## src/rtl/dram_pkg.sv

```systemverilog
// Shared types and constants for the DRAM controller slice.
package dram_pkg;

    localparam int ROW_W  = 10;
    localparam int COL_W  = 8;
    localparam int DATA_W = 16;
    localparam int ADDR_W = ROW_W + COL_W;

    // Default cycle-level timing for the attached DRAM.
    localparam int DEF_T_ASR        = 1;
    localparam int DEF_T_RAH        = 1;
    localparam int DEF_T_RCD        = 2;
    localparam int DEF_T_CAS        = 3;
    localparam int DEF_T_RAS        = 5;
    localparam int DEF_T_RP         = 3;
    localparam int DEF_T_CSR        = 1;
    localparam int DEF_T_CHR        = 2;
    localparam int DEF_REF_INTERVAL = 1500;

    typedef enum logic [2:0] {
        IDLE, ROW, RAS, CAS, PRE, RCSR, RHLD, RRAS
    } state_t;

    function automatic int max2(input int a, input int b);
        return (a > b) ? a : b;
    endfunction

endpackage

```

## src/rtl/dram_ref_timer.sv

```systemverilog
// Refresh interval counter: raises ref_pending every REF_INTERVAL cycles and
// flags an overrun when an interval expires before the previous one was serviced.
module dram_ref_timer #(
    parameter int REF_INTERVAL = 1500
) (
    input  logic clk,
    input  logic rst_n,
    input  logic clr,
    output logic ref_pending,
    output logic ref_overrun
);
    localparam int CW = $clog2(REF_INTERVAL);
    localparam logic [CW-1:0] RELOAD = CW'(REF_INTERVAL - 1);

    logic [CW-1:0] cnt;
    logic          expire;

    assign expire = (cnt == '0);

    // Free-running down-counter; expiry wins over a same-cycle clear because
    // it marks the start of a fresh interval that still needs its own refresh.
    always_ff @(posedge clk or negedge rst_n) begin
        if (!rst_n) begin
            cnt         <= RELOAD;
            ref_pending <= 1'b0;
            ref_overrun <= 1'b0;
        end else begin
            cnt <= expire ? RELOAD : cnt - 1'b1;
            if (expire)
                ref_pending <= 1'b1;
            else if (clr)
                ref_pending <= 1'b0;
            if (expire && ref_pending && !clr)
                ref_overrun <= 1'b1;
        end
    end

endmodule

```

## src/rtl/dram_ctrl.sv

```systemverilog
// Cycle-level DRAM controller: word/byte accesses over valid/ready with
// autonomous CAS-before-RAS refresh. All DRAM-facing outputs are registered.
module dram_ctrl
    import dram_pkg::*;
#(
    parameter int T_ASR        = DEF_T_ASR,
    parameter int T_RAH        = DEF_T_RAH,
    parameter int T_RCD        = DEF_T_RCD,
    parameter int T_CAS        = DEF_T_CAS,
    parameter int T_RAS        = DEF_T_RAS,
    parameter int T_RP         = DEF_T_RP,
    parameter int T_CSR        = DEF_T_CSR,
    parameter int T_CHR        = DEF_T_CHR,
    parameter int REF_INTERVAL = DEF_REF_INTERVAL
) (
    input  logic              clk,
    input  logic              rst_n,
    input  logic              req_valid,
    output logic              req_ready,
    input  logic              req_we,
    input  logic [1:0]        req_be,
    input  logic [ADDR_W-1:0] req_addr,
    input  logic [DATA_W-1:0] req_wdata,
    output logic              rsp_valid,
    output logic [DATA_W-1:0] rsp_rdata,
    output logic              ref_overrun,
    output logic [ROW_W-1:0]  ma,
    output logic              ras_n,
    output logic              cas_n,
    output logic              uwe_n,
    output logic              lwe_n,
    output logic              oe_n,
    output logic [DATA_W-1:0] dq_o,
    output logic              dq_oe,
    input  logic [DATA_W-1:0] dq_i
);
    localparam int T_MAX = max2(max2(max2(T_ASR, T_RCD), max2(T_CAS, T_RAS)),
                                max2(max2(T_RP, T_CSR), T_CHR));
    localparam int TW    = $clog2(T_MAX) + 1;

    state_t              state;
    logic [TW-1:0]       tmr;
    logic [ROW_W-1:0]    row_q;
    logic [COL_W-1:0]    col_q;
    logic                we_q;
    logic [1:0]          be_q;
    logic [DATA_W-1:0]   wdata_q;
    logic                idle_q;
    logic                ref_pending;
    logic                ref_start;

    // idle_q lags reset by one edge so ready stays low while rst_n is held.
    assign req_ready = idle_q && !ref_pending;
    assign ref_start = (state == IDLE) && ref_pending;

    dram_ref_timer #(.REF_INTERVAL(REF_INTERVAL)) u_ref_timer (
        .clk         (clk),
        .rst_n       (rst_n),
        .clr         (ref_start),
        .ref_pending (ref_pending),
        .ref_overrun (ref_overrun)
    );

    // Access/refresh sequencer; each branch sets the strobes for the next cycle.
    always_ff @(posedge clk or negedge rst_n) begin
        if (!rst_n) begin
            state     <= IDLE;
            tmr       <= '0;
            row_q     <= '0;
            col_q     <= '0;
            we_q      <= 1'b0;
            be_q      <= 2'b00;
            wdata_q   <= '0;
            idle_q    <= 1'b0;
            rsp_valid <= 1'b0;
            rsp_rdata <= '0;
            ma        <= '0;
            ras_n     <= 1'b1;
            cas_n     <= 1'b1;
            uwe_n     <= 1'b1;
            lwe_n     <= 1'b1;
            oe_n      <= 1'b1;
            dq_o      <= '0;
            dq_oe     <= 1'b0;
        end else begin
            rsp_valid <= 1'b0;
            case (state)
                IDLE: begin
                    if (req_valid && req_ready) begin
                        row_q   <= req_addr[ADDR_W-1:COL_W];
                        col_q   <= req_addr[COL_W-1:0];
                        we_q    <= req_we;
                        be_q    <= req_be;
                        wdata_q <= req_wdata;
                        ma      <= req_addr[ADDR_W-1:COL_W];
                        idle_q  <= 1'b0;
                        tmr     <= TW'(T_ASR - 1);
                        state   <= ROW;
                    end else if (ref_pending) begin
                        cas_n  <= 1'b0;
                        idle_q <= 1'b0;
                        tmr    <= TW'(T_CSR - 1);
                        state  <= RCSR;
                    end else begin
                        idle_q <= 1'b1;
                    end
                end
                ROW: begin
                    if (tmr == '0) begin
                        ras_n <= 1'b0;
                        tmr   <= TW'(T_RCD - 1);
                        state <= RAS;
                        if (T_RAH == 0) begin
                            ma <= ROW_W'(col_q);
                            if (we_q) begin
                                uwe_n <= ~be_q[1];
                                lwe_n <= ~be_q[0];
                                dq_o  <= wdata_q;
                                dq_oe <= 1'b1;
                            end
                        end
                    end else begin
                        tmr <= tmr - 1'b1;
                    end
                end
                RAS: begin
                    if (tmr == '0) begin
                        cas_n <= 1'b0;
                        ma    <= ROW_W'(col_q);
                        tmr   <= TW'(T_CAS - 1);
                        state <= CAS;
                        if (!we_q)
                            oe_n <= 1'b0;
                    end else begin
                        tmr <= tmr - 1'b1;
                        // Row hold satisfied: switch to column and start early write.
                        if (tmr <= TW'(T_RCD - T_RAH)) begin
                            ma <= ROW_W'(col_q);
                            if (we_q) begin
                                uwe_n <= ~be_q[1];
                                lwe_n <= ~be_q[0];
                                dq_o  <= wdata_q;
                                dq_oe <= 1'b1;
                            end
                        end
                    end
                end
                CAS: begin
                    if (tmr == '0) begin
                        ras_n <= 1'b1;
                        cas_n <= 1'b1;
                        uwe_n <= 1'b1;
                        lwe_n <= 1'b1;
                        oe_n  <= 1'b1;
                        dq_oe <= 1'b0;
                        ma    <= '0;
                        tmr   <= TW'(T_RP - 1);
                        state <= PRE;
                        if (!we_q) begin
                            rsp_valid <= 1'b1;
                            rsp_rdata <= dq_i;
                        end
                    end else begin
                        tmr <= tmr - 1'b1;
                    end
                end
                PRE: begin
                    if (tmr == '0) begin
                        idle_q <= 1'b1;
                        state  <= IDLE;
                    end else begin
                        tmr <= tmr - 1'b1;
                    end
                end
                RCSR: begin
                    if (tmr == '0) begin
                        ras_n <= 1'b0;
                        tmr   <= TW'(T_CHR - 1);
                        state <= RHLD;
                    end else begin
                        tmr <= tmr - 1'b1;
                    end
                end
                RHLD: begin
                    if (tmr == '0) begin
                        cas_n <= 1'b1;
                        tmr   <= TW'(T_RAS - T_CHR - 1);
                        state <= RRAS;
                    end else begin
                        tmr <= tmr - 1'b1;
                    end
                end
                RRAS: begin
                    if (tmr == '0) begin
                        ras_n <= 1'b1;
                        tmr   <= TW'(T_RP - 1);
                        state <= PRE;
                    end else begin
                        tmr <= tmr - 1'b1;
                    end
                end
                default: state <= IDLE;
            endcase
        end
    end

endmodule
```

## config.mk

```make
export PLATFORM = sky130hd
export DESIGN_NAME = dram_ctrl
export DESIGN_NICKNAME = d
export VERILOG_FILES = /design/src/rtl/dram_pkg.sv /design/src/rtl/dram_ref_timer.sv /design/src/rtl/dram_ctrl.sv
export SDC_FILE = /design/constraint.sdc
export NUM_CORES = 1
export LEC_CHECK = 0
export CORE_ASPECT_RATIO = 1.1
export CORE_MARGIN = 2
export CORE_UTILIZATION = 35
export DETAILED_ROUTE_END_ITERATION = 8
export DONT_BUFFER_PORTS = 1
export MAX_ROUTING_LAYER = met4
export PLACE_DENSITY = 0.46
export SETUP_SLACK_MARGIN = 0.02
export SYNTH_ARGS = -nofsm -noshare
export SYNTH_HDL_FRONTEND = slang
export SYNTH_HIERARCHICAL = 1
export SYNTH_SLANG_ARGS = --single-unit
```

## constraint.sdc

```tcl
create_clock -name clk -period 2.75 [get_ports clk]
set_input_delay 0 -clock clk [delete_from_list [all_inputs] [get_ports clk]]
set_output_delay 0 -clock clk [all_outputs]
set_load 0.005 [all_outputs]
```

* After elaboration in Yosys (flattened, before gate mapping)
Index checks and enable logic that the tools add are counted.
** Cells by class
- Add/subtract/negate cells :: 2
- Order comparisons :: 1
- Equal/unequal tests :: 26
- Mux-type cells :: 50
- Bitwise logic cells :: 4
- Reduce and logical (&&, ||, !) cells :: 31
** Operators by type and width (number)
- 10-bit 2-to-1 mux :: 4
- 10-bit one-hot mux with 3 select lines :: 1
- 3-bit 2-to-1 mux :: 8
- 2-bit inequality test (second input constant) :: 12
- 1-bit 2-to-1 mux :: 22
- 3-bit one-hot mux with 7 select lines :: 1
- 4-bit 2-to-1 mux :: 5
- 4-bit one-hot mux with 4 select lines :: 1
- 3-bit == test (second input constant) :: 4
- 1-bit one-hot mux with 2 select lines :: 6
- 4-bit AND reduction :: 3
- 11-bit logical NOT :: 1
- 11-bit 2-to-1 mux :: 1
- 11-bit by 1-bit subtractor with 11-bit output (second input constant) :: 1
- 2-bit by 1-bit inequality test with 1-bit output (second input constant) :: 5
- 5-bit AND reduction :: 2
- 2-bit nonzero test :: 4
- 7-bit AND reduction :: 1
- 3-bit by 2-bit == test with 1-bit output (second input constant) :: 2
- 2-bit AND reduction :: 3
- 3-bit AND reduction :: 2
- 3-bit nonzero test :: 2
- 2-bit OR reduction :: 3
- 1-bit logical AND :: 5
- other kinds (11) :: 15
** Word-level totals
- Flip-flop bits (word level) :: 97
- Input port bits :: 56
- Output and inout port bits :: 51

* Depth between registers and ports, before layout
Gate-level depths: netlist (run 1).
- Word-level depth :: 5
- Depth in mapped cells :: 8
- Depth with buffers taken out :: 6

* Cells and area by module
The synthesis (run 1) kept the hierarchy.
** Modules (own cells, without submodules)
- dram_ctrl :: instances 1, cells each 261, area each 3558.4 sq um, seq. area each 2108.3 sq um
- dram_ref_timer :: instances 1, cells each 58, area each 665.6 sq um, seq. area each 335.3 sq um

* Worst setup path before layout (run 1)
No wires, ideal clock.
- Path type :: reg2reg
- Start :: register tmr[0]
- End :: register rsp_rdata[10]
- Data arrival time :: 1.900 ns
- Required time :: 2.625 ns
- Slack :: 0.725 ns
- Stages on the path, launching flop included :: 8
- Path buffers :: 1
- Period minus slack after synthesis :: 2.025 ns
- Cell sequence :: dfrtp_1 inv_1 ha_1 nor3b_4 nand4b_4 nor2_8 buf_12 mux2_4
** Between the ends
- Word-level cells in the longest chain between the ends :: 2
** RTL lines
- from (decl) :: RTL line dram_ctrl.sv:42 : logic [TW-1:0] tmr;
- from (signal assigned) :: RTL line dram_ctrl.sv:97 : tmr <= TW'(T_ASR - 1);
- from (signal assigned) :: RTL line dram_ctrl.sv:102 : tmr <= TW'(T_CSR - 1);
- from (signal assigned) :: RTL line dram_ctrl.sv:111 : tmr <= TW'(T_RCD - 1);
- 4-bit logical NOT :: RTL line dram_ctrl.sv:149 : if (tmr == '0) begin
- 3-bit AND reduction (no line)
- to (signal assigned) :: RTL line dram_ctrl.sv:161 : rsp_rdata <= dq_i;
- to (decl) :: RTL line dram_ctrl.sv:25 : output logic [DATA_W-1:0] rsp_rdata,
Every way passes these cells.
A chain may end at the register's enable or synchronous reset.

* Final worst setup path (run 1)
- Start :: register tmr[0]
- End :: register rsp_rdata[2]
The elaborated chain is that of the path after synthesis.

==> results of run 1 <==
## metal layers
layer	global-route usage	wire (um)	vias up	part of all wire
met4	0.0505	106	0	0.012
met2	0.225	4130	77	0.47
met5	-	0	-	0
li1	-	-	1240	-
met1	0.179	3910	1291	0.45
met3	0.0482	557	6	0.064
## sequential cells by signal, indices dropped and copies added (netlist names), 3 cells and up
register,cells
col_q,8
dq_o,16
ma,10
rsp_rdata,16
state,3
tmr,4
u_ref_timer/cnt,11
wdata_q,16
## cells in the mapped netlist, types with 2 or more instances
library cell  count
dfrtp_1          84
mux2_2           51
nand2_1          21
a21oi_1          17
inv_1            17
dfstp_2          13
nor3b_1          10
mux2_4            9
o21ai_0           9
buf_2             8
mux2i_1           8
nor2_1            6
o31ai_1           5
a31oi_1           4
ha_1              4
clkbuf_1          3
nand2b_1          3
xnor2_1           3
a21boi_1          2
a2bb2oi_1         2
and3_1            2
buf_4             2
nor2b_1           2
nor3_1            2
nor4_2            2
o211ai_1          2
or4_1             2
## worst reg2reg max path: stages (launching register included)
cell and delay, ps:
dfrtp_1 390, inv_1 100, ha_1 280, nor3b_4 280
nand4b_4 200, nor2_8 350, mux2_2 390
## kinds of logic after synthesis
kind of cell / count (synthesis)
adder cells (fa/ha/maj): 4
multiplexers: 68
flip-flops: 97
XOR/XNOR: 4
AO/OA/AOI/OAI: 50
AND/OR/NAND/NOR: 64
buffers and inverters: 32
## repair_timing
item                      4_1_cts  5_1_grt
setup buffers                   0        0
hold endpoints to repair      151        0
hold buffers                   56        0
## layout make-up
type	instances	area, um2
inverters	17	63.8
clock inverters	7	62.6
multi-input cells	190	1630
fillers	1103	6680
repair buffers	64	638
clock buffers	9	225
well taps	154	193
flip-flops and latches	97	2440
## worst paths after layout
check	cells after the start	slack, ps	endpoint
setup / recovery	6	630	rsp_rdata[2]
hold / removal	5	160	ma[8]
setup reg to reg	6	630	rsp_rdata[2]
hold reg to reg	1	410	lwe_n
max in group asynchronous	2	2080	lwe_n
min in group asynchronous	2	290	wdata_q[5]
## where the power goes
part | switching, mW | total, mW | internal (mW)
registers | 0.339 | 2.26 | 1.92
clock network | 0.592 | 1.23 | 0.633
logic | 0.446 | 1.02 | 0.572
==> results.md, run 1 <==
- Peak per-stage delay on the critical path: between 300 and 400 ps
- I/O Pins: 107
- P_leak: approximately 2.3 nW
- PnR Total Power: 4.50 mW
- TritonCTS clock tree: yes
- Die W: roughly 110 um
- CTS resizes: 0
- Crit path from: tmr[0]
- Synth area leader: dfrtp_1
- Pre-antenna DRT Iters: 4
- Sequential area share after synthesis: 0.578
- Synth area leaders: dfrtp_1 (50%), mux2_2 (14%), dfstp_2 (8.1%)
- Total grt overflow: 0
- DP Cell Count: 466
- GP Congestion: around 0.8
- Syn Area/Cell: around 13 um2
- GR Util All Layers: 0.146
- Layout area overhead: 24.3%
- Synthesized area: 4220 um2
- Placed cell area: ~4400 um2
- Vias in the first global route: ~2800
- FF-to-FF Start: tmr[0]
- Skew-Pair Late Insertion Delay: approximately 350 ps
- Clock skew: ~9.5 ps
- Layout cells sized above 1: 0.286
- Commonest non-fill, non-tap cells in the layout: dfrtp_1 (84), dlygate4sd3_1 (55), mux2_2 (51)
- Slowest cell on crit path: dfrtp_1
- RSZ-0062 raised after global routing: no
- Initial antenna violation count: 0
- Crit path max fanout: 17
- Share of the synthesized area in the top cell type: 0.498
- Final setup viols: 0
- Worst-Margin Slew: 687 ps
- Row count: 42
- WHS: around 160 ps
- Most common cell after layout, fill and taps aside: dfrtp_1
- Via density: roughly 4.9
- Final min period: roughly 2100 ps
- Cells after Synth: roughly 320
- Dpl ws: 644 ps
- Worst Hold Class: in -> reg
- H-tree depth: 3
- CP delay by family, top: simple AND/OR/NAND/NOR gates
- Final wirelength: about 8700 um
- Setup CP Type: reg -> reg
- Starting Density: 0.354
- Final Hold Fails: 0
- Synth Area in Simple Gates: 0.101
- Ys flop type: dfrtp_1
- Largest family of logic cells by synthesized area: multiplexers
- Die H: ~120 um
- Multiplexer share of the synthesized area: 0.187
- Crit path cell chain: inv_1, ha_1, nor3b_4, nand4b_4, nor2_8, mux2_2
- Util after Layout: 0.440
- Avg WL per Cell: roughly 16 um
- Relative slew slack: 0.542
- Synthesis warning total: 6
- HP Start: req_valid
- Ant. Diodes: 0
- CTS Buffer Depth: 2
- Residual DRC: 0
- Clk sinks: between 90 and 100
- Initial DRC count: approximately 120
- Post-route cell area: between 5000 and 6000 um2
- Port Buffers: 0
- First-pass GRT wire length: approximately 14000 um
- Count of unique library cells instantiated by Yosys: 53
- Post-synth EDFFs: 0
- Required time worst endpoint: approximately 3000 ps
- Worst path buffer plus inverter count: 1
- Core Area: ~12000 um2
- Max Cap Viol: 0
- Critical path launch point type: register
- Xor/xnor share of the synthesized area: 0.00829
- CTS Buf Count: 9
- Clock root buffer: clkbuf_16
- Async SR Flop Fraction: 1.00
- Synth Net Count: around 380
- Fin. max-slew vios: 0
- Compound-gate portion of the synthesized area: 0.0752
- Die ar.: between 10000 and 15000 um2
- Setup Total Neg Slack: 0 ps
- Synth Register Bits: 97
- FMAX: approximately 470 MHz
- Post-Synth Adder-Cell Area: 0.0118
- Period utilisation layout: 0.770
- Crit path DAT: approximately 2300 ps
- Nets: between 400 and 500
- Dpl hpwl: around 5300 um
- Vias: ~2600
- Crit. End Element: register
- Worst setup slack after layout: between 600 and 700 ps
- Largest net degree at the start of global routing: 98
- Worst-path clk slew: 70 ps
- Outcome: finished, final reports clean
- Final Non-Filler Cells: ~540
- ANT nets after route: 0
- VDD IR max: around 0.4 mV
- Pwr dens: 857 nW/um2
Note: power is estimated with default switching activity, not from simulation.
==> run 2: changes to the inputs <==
clock period = 2 ns   (was 2.75 ns; I/O delays follow)
==> results.md, run 2 (same netlist as run 1, synthesis figures left out) <==
- RSZ-0062 raised after global routing: no
- Die ar.: ~13000 um2
- Core Area: about 12000 um2
- Sequential Area: roughly 2400 um2
- Residual DRC: 0
- Final min period: ~1900 ps
- FF-to-FF Start: tmr[0]
- Die H: 119 um
- H-tree depth: 3
- Dpl hpwl: about 5400 um
- Area taken by multi-input logic gates: ~1600 um2
- Final wirelength: around 8600 um
- Row count: 42
- Crit path cell chain: inv_1, ha_4, nor3b_4, nand4b_4, nor2_8, buf_12, mux2_2
- WHS: -644 ps
- Avg WL per Cell: between 15 and 20 um
- Relative slew slack: 0.576
- Vias: 2634
- Via density: just under 5
- Slowest cell on crit path: dfrtp_1
- Setup CP Type: reg -> reg
- ANT nets after route: 0
- Starting Density: 0.354
- Initial DRC count: 110
- Commonest non-fill, non-tap cells in the layout: dfrtp_1 (84), dlygate4sd3_1 (54), mux2_2 (51)
- Crit. End Element: register
- Critical path launch point type: register
- Required time worst endpoint: 2220 ps
- Clock skew: 5.81 ps
- VDD IR max: approximately 0.6 mV
- Largest net degree at the start of global routing: 98
- Crit path from: tmr[0]
- Filler cells: 1081
- Pre-antenna DRT Iters: 4
- CTS Buffer Depth: 2
- Crit path DAT: ~2100 ps
- Worst-path clk slew: approximately 60 ps
- Clk sinks: 97
- I/O Pins: about 110
- Layout area overhead: 26.1%
- Total grt overflow: 0
- Most common cell after layout, fill and taps aside: dfrtp_1
- Skew-Pair Late Insertion Delay: between 300 and 400 ps
- FMAX: 531 MHz
- Port Buffers: 0
- First-pass GRT wire length: around 14000 um
- Reg2Reg Capture Point: rsp_rdata[3]
- R2R depth: 7
- Crit path max fanout: 13
- Worst path buffer plus inverter count: 2
- Period utilisation layout: 0.941
- WP depth: 7
- Peak per-stage delay on the critical path: slightly below 400 ps
- Largest regs: dq_o x16, rsp_rdata x16, wdata_q x16
- GR Util All Layers: 0.144
- DP Cell Count: about 470
- Util after Layout: 0.447
- PnR Total Power: 6.25 mW
- Setup crit end: rsp_rdata[3]
- Setup Total Neg Slack: 0 ps
- Final Non-Filler Cells: 541
- Worst Hold Class: in -> async
- Ant. Diodes: 0
- Nets: 442
- Fin. max-slew vios: 0
- TritonCTS clock tree: yes
- CP delay by family, top: simple AND/OR/NAND/NOR gates
- Pwr dens: 1170 nW/um2
- Outcome: finished with violations
- Die W: between 100 and 150 um
- Layout cells sized above 1: 0.297
- Max Cap Viol: 0
- Clock root buffer: clkbuf_16
- CTS Buf Count: 9
- Final setup viols: 0
- Violations in the final reports: negative hold slack
- R2R Setup Slk: about 120 ps
- CTS Hold Buffers Added: 54
- GP Congestion: 0.762
- Vias in the first global route: around 2700
- Worst-Margin Slew: 635 ps
- P_leak: 2.37 nW
- Final Hold Fails: just under 100
- Initial antenna violation count: 0
run 2: cell types whose count changed in the layout (fill, tap and decap cells not counted), moves of 2 or more:
| cell | delta |
|---|---|
| clkbuf_8 | +6 |
| buf_12 | +3 |
| inv_6 | -3 |
| buf_4 | +2 |
| clkinv_4 | -2 |
run 2: worst min-delay path by stage:
stage	startpoint	cells after the start	to
after floorplan	rst_n	0	be_q[0]
after global placement	rst_n	0	dq_o[12]
after detailed placement	rst_n	0	rsp_rdata[3]
after CTS	rst_n	0	ma[8]
after global routing	rst_n	0	dq_o[12]
final	rst_n	0	dq_o[12]
run 2: area by class of cell:
type	count	area share
inverter	17	0.0120
timing repair buffer	67	0.127
tap	154	0.0362
clock inverter	1	0.000940
sequential	97	0.459
clock buffer	15	0.0578
multi-input combinational	190	0.307
run 2: routing by layer:
metal  track usage  vias to the layer above  routed length, um
met4        0.0457                        0                 94
met1         0.184                     1291               3900
met5             -                        -                  0
met2         0.210                       86               3990
li1              -                     1250                  -
met3        0.0547                        7                600
run 2: worst register-to-register path, stage by stage, from the launching register on:
cell and delay (ps):
dfrtp_1 390, inv_1 130, ha_4 180, nor3b_4 240, nand4b_4 160, nor2_8 160
buf_12 160, mux2_2 350
run 2: report_power, final:
group	total, mW	leakage, nW	switching (mW)	internal [mW]
Sequential	3.09	1.19	0.451	2.64
Clock	1.75	0.158	0.707	1.05
Combinational	1.41	1.02	0.595	0.816
run 2: what timing repair did:
action                     CTS  global route
pin swaps                    1             1
gates resized for setup      0             0
setup buffers                0             3
hold endpoints to repair   151            97
setup endpoints to repair    2            11
run 2: per-stage QoR:
stage,cell area [um2],setup WS (ps)
floorplan,4240,31.3
global placement,4440,103
detailed placement,4440,26.4
CTS,5290,38.7
global route,5330,30.8
finish,5330,118
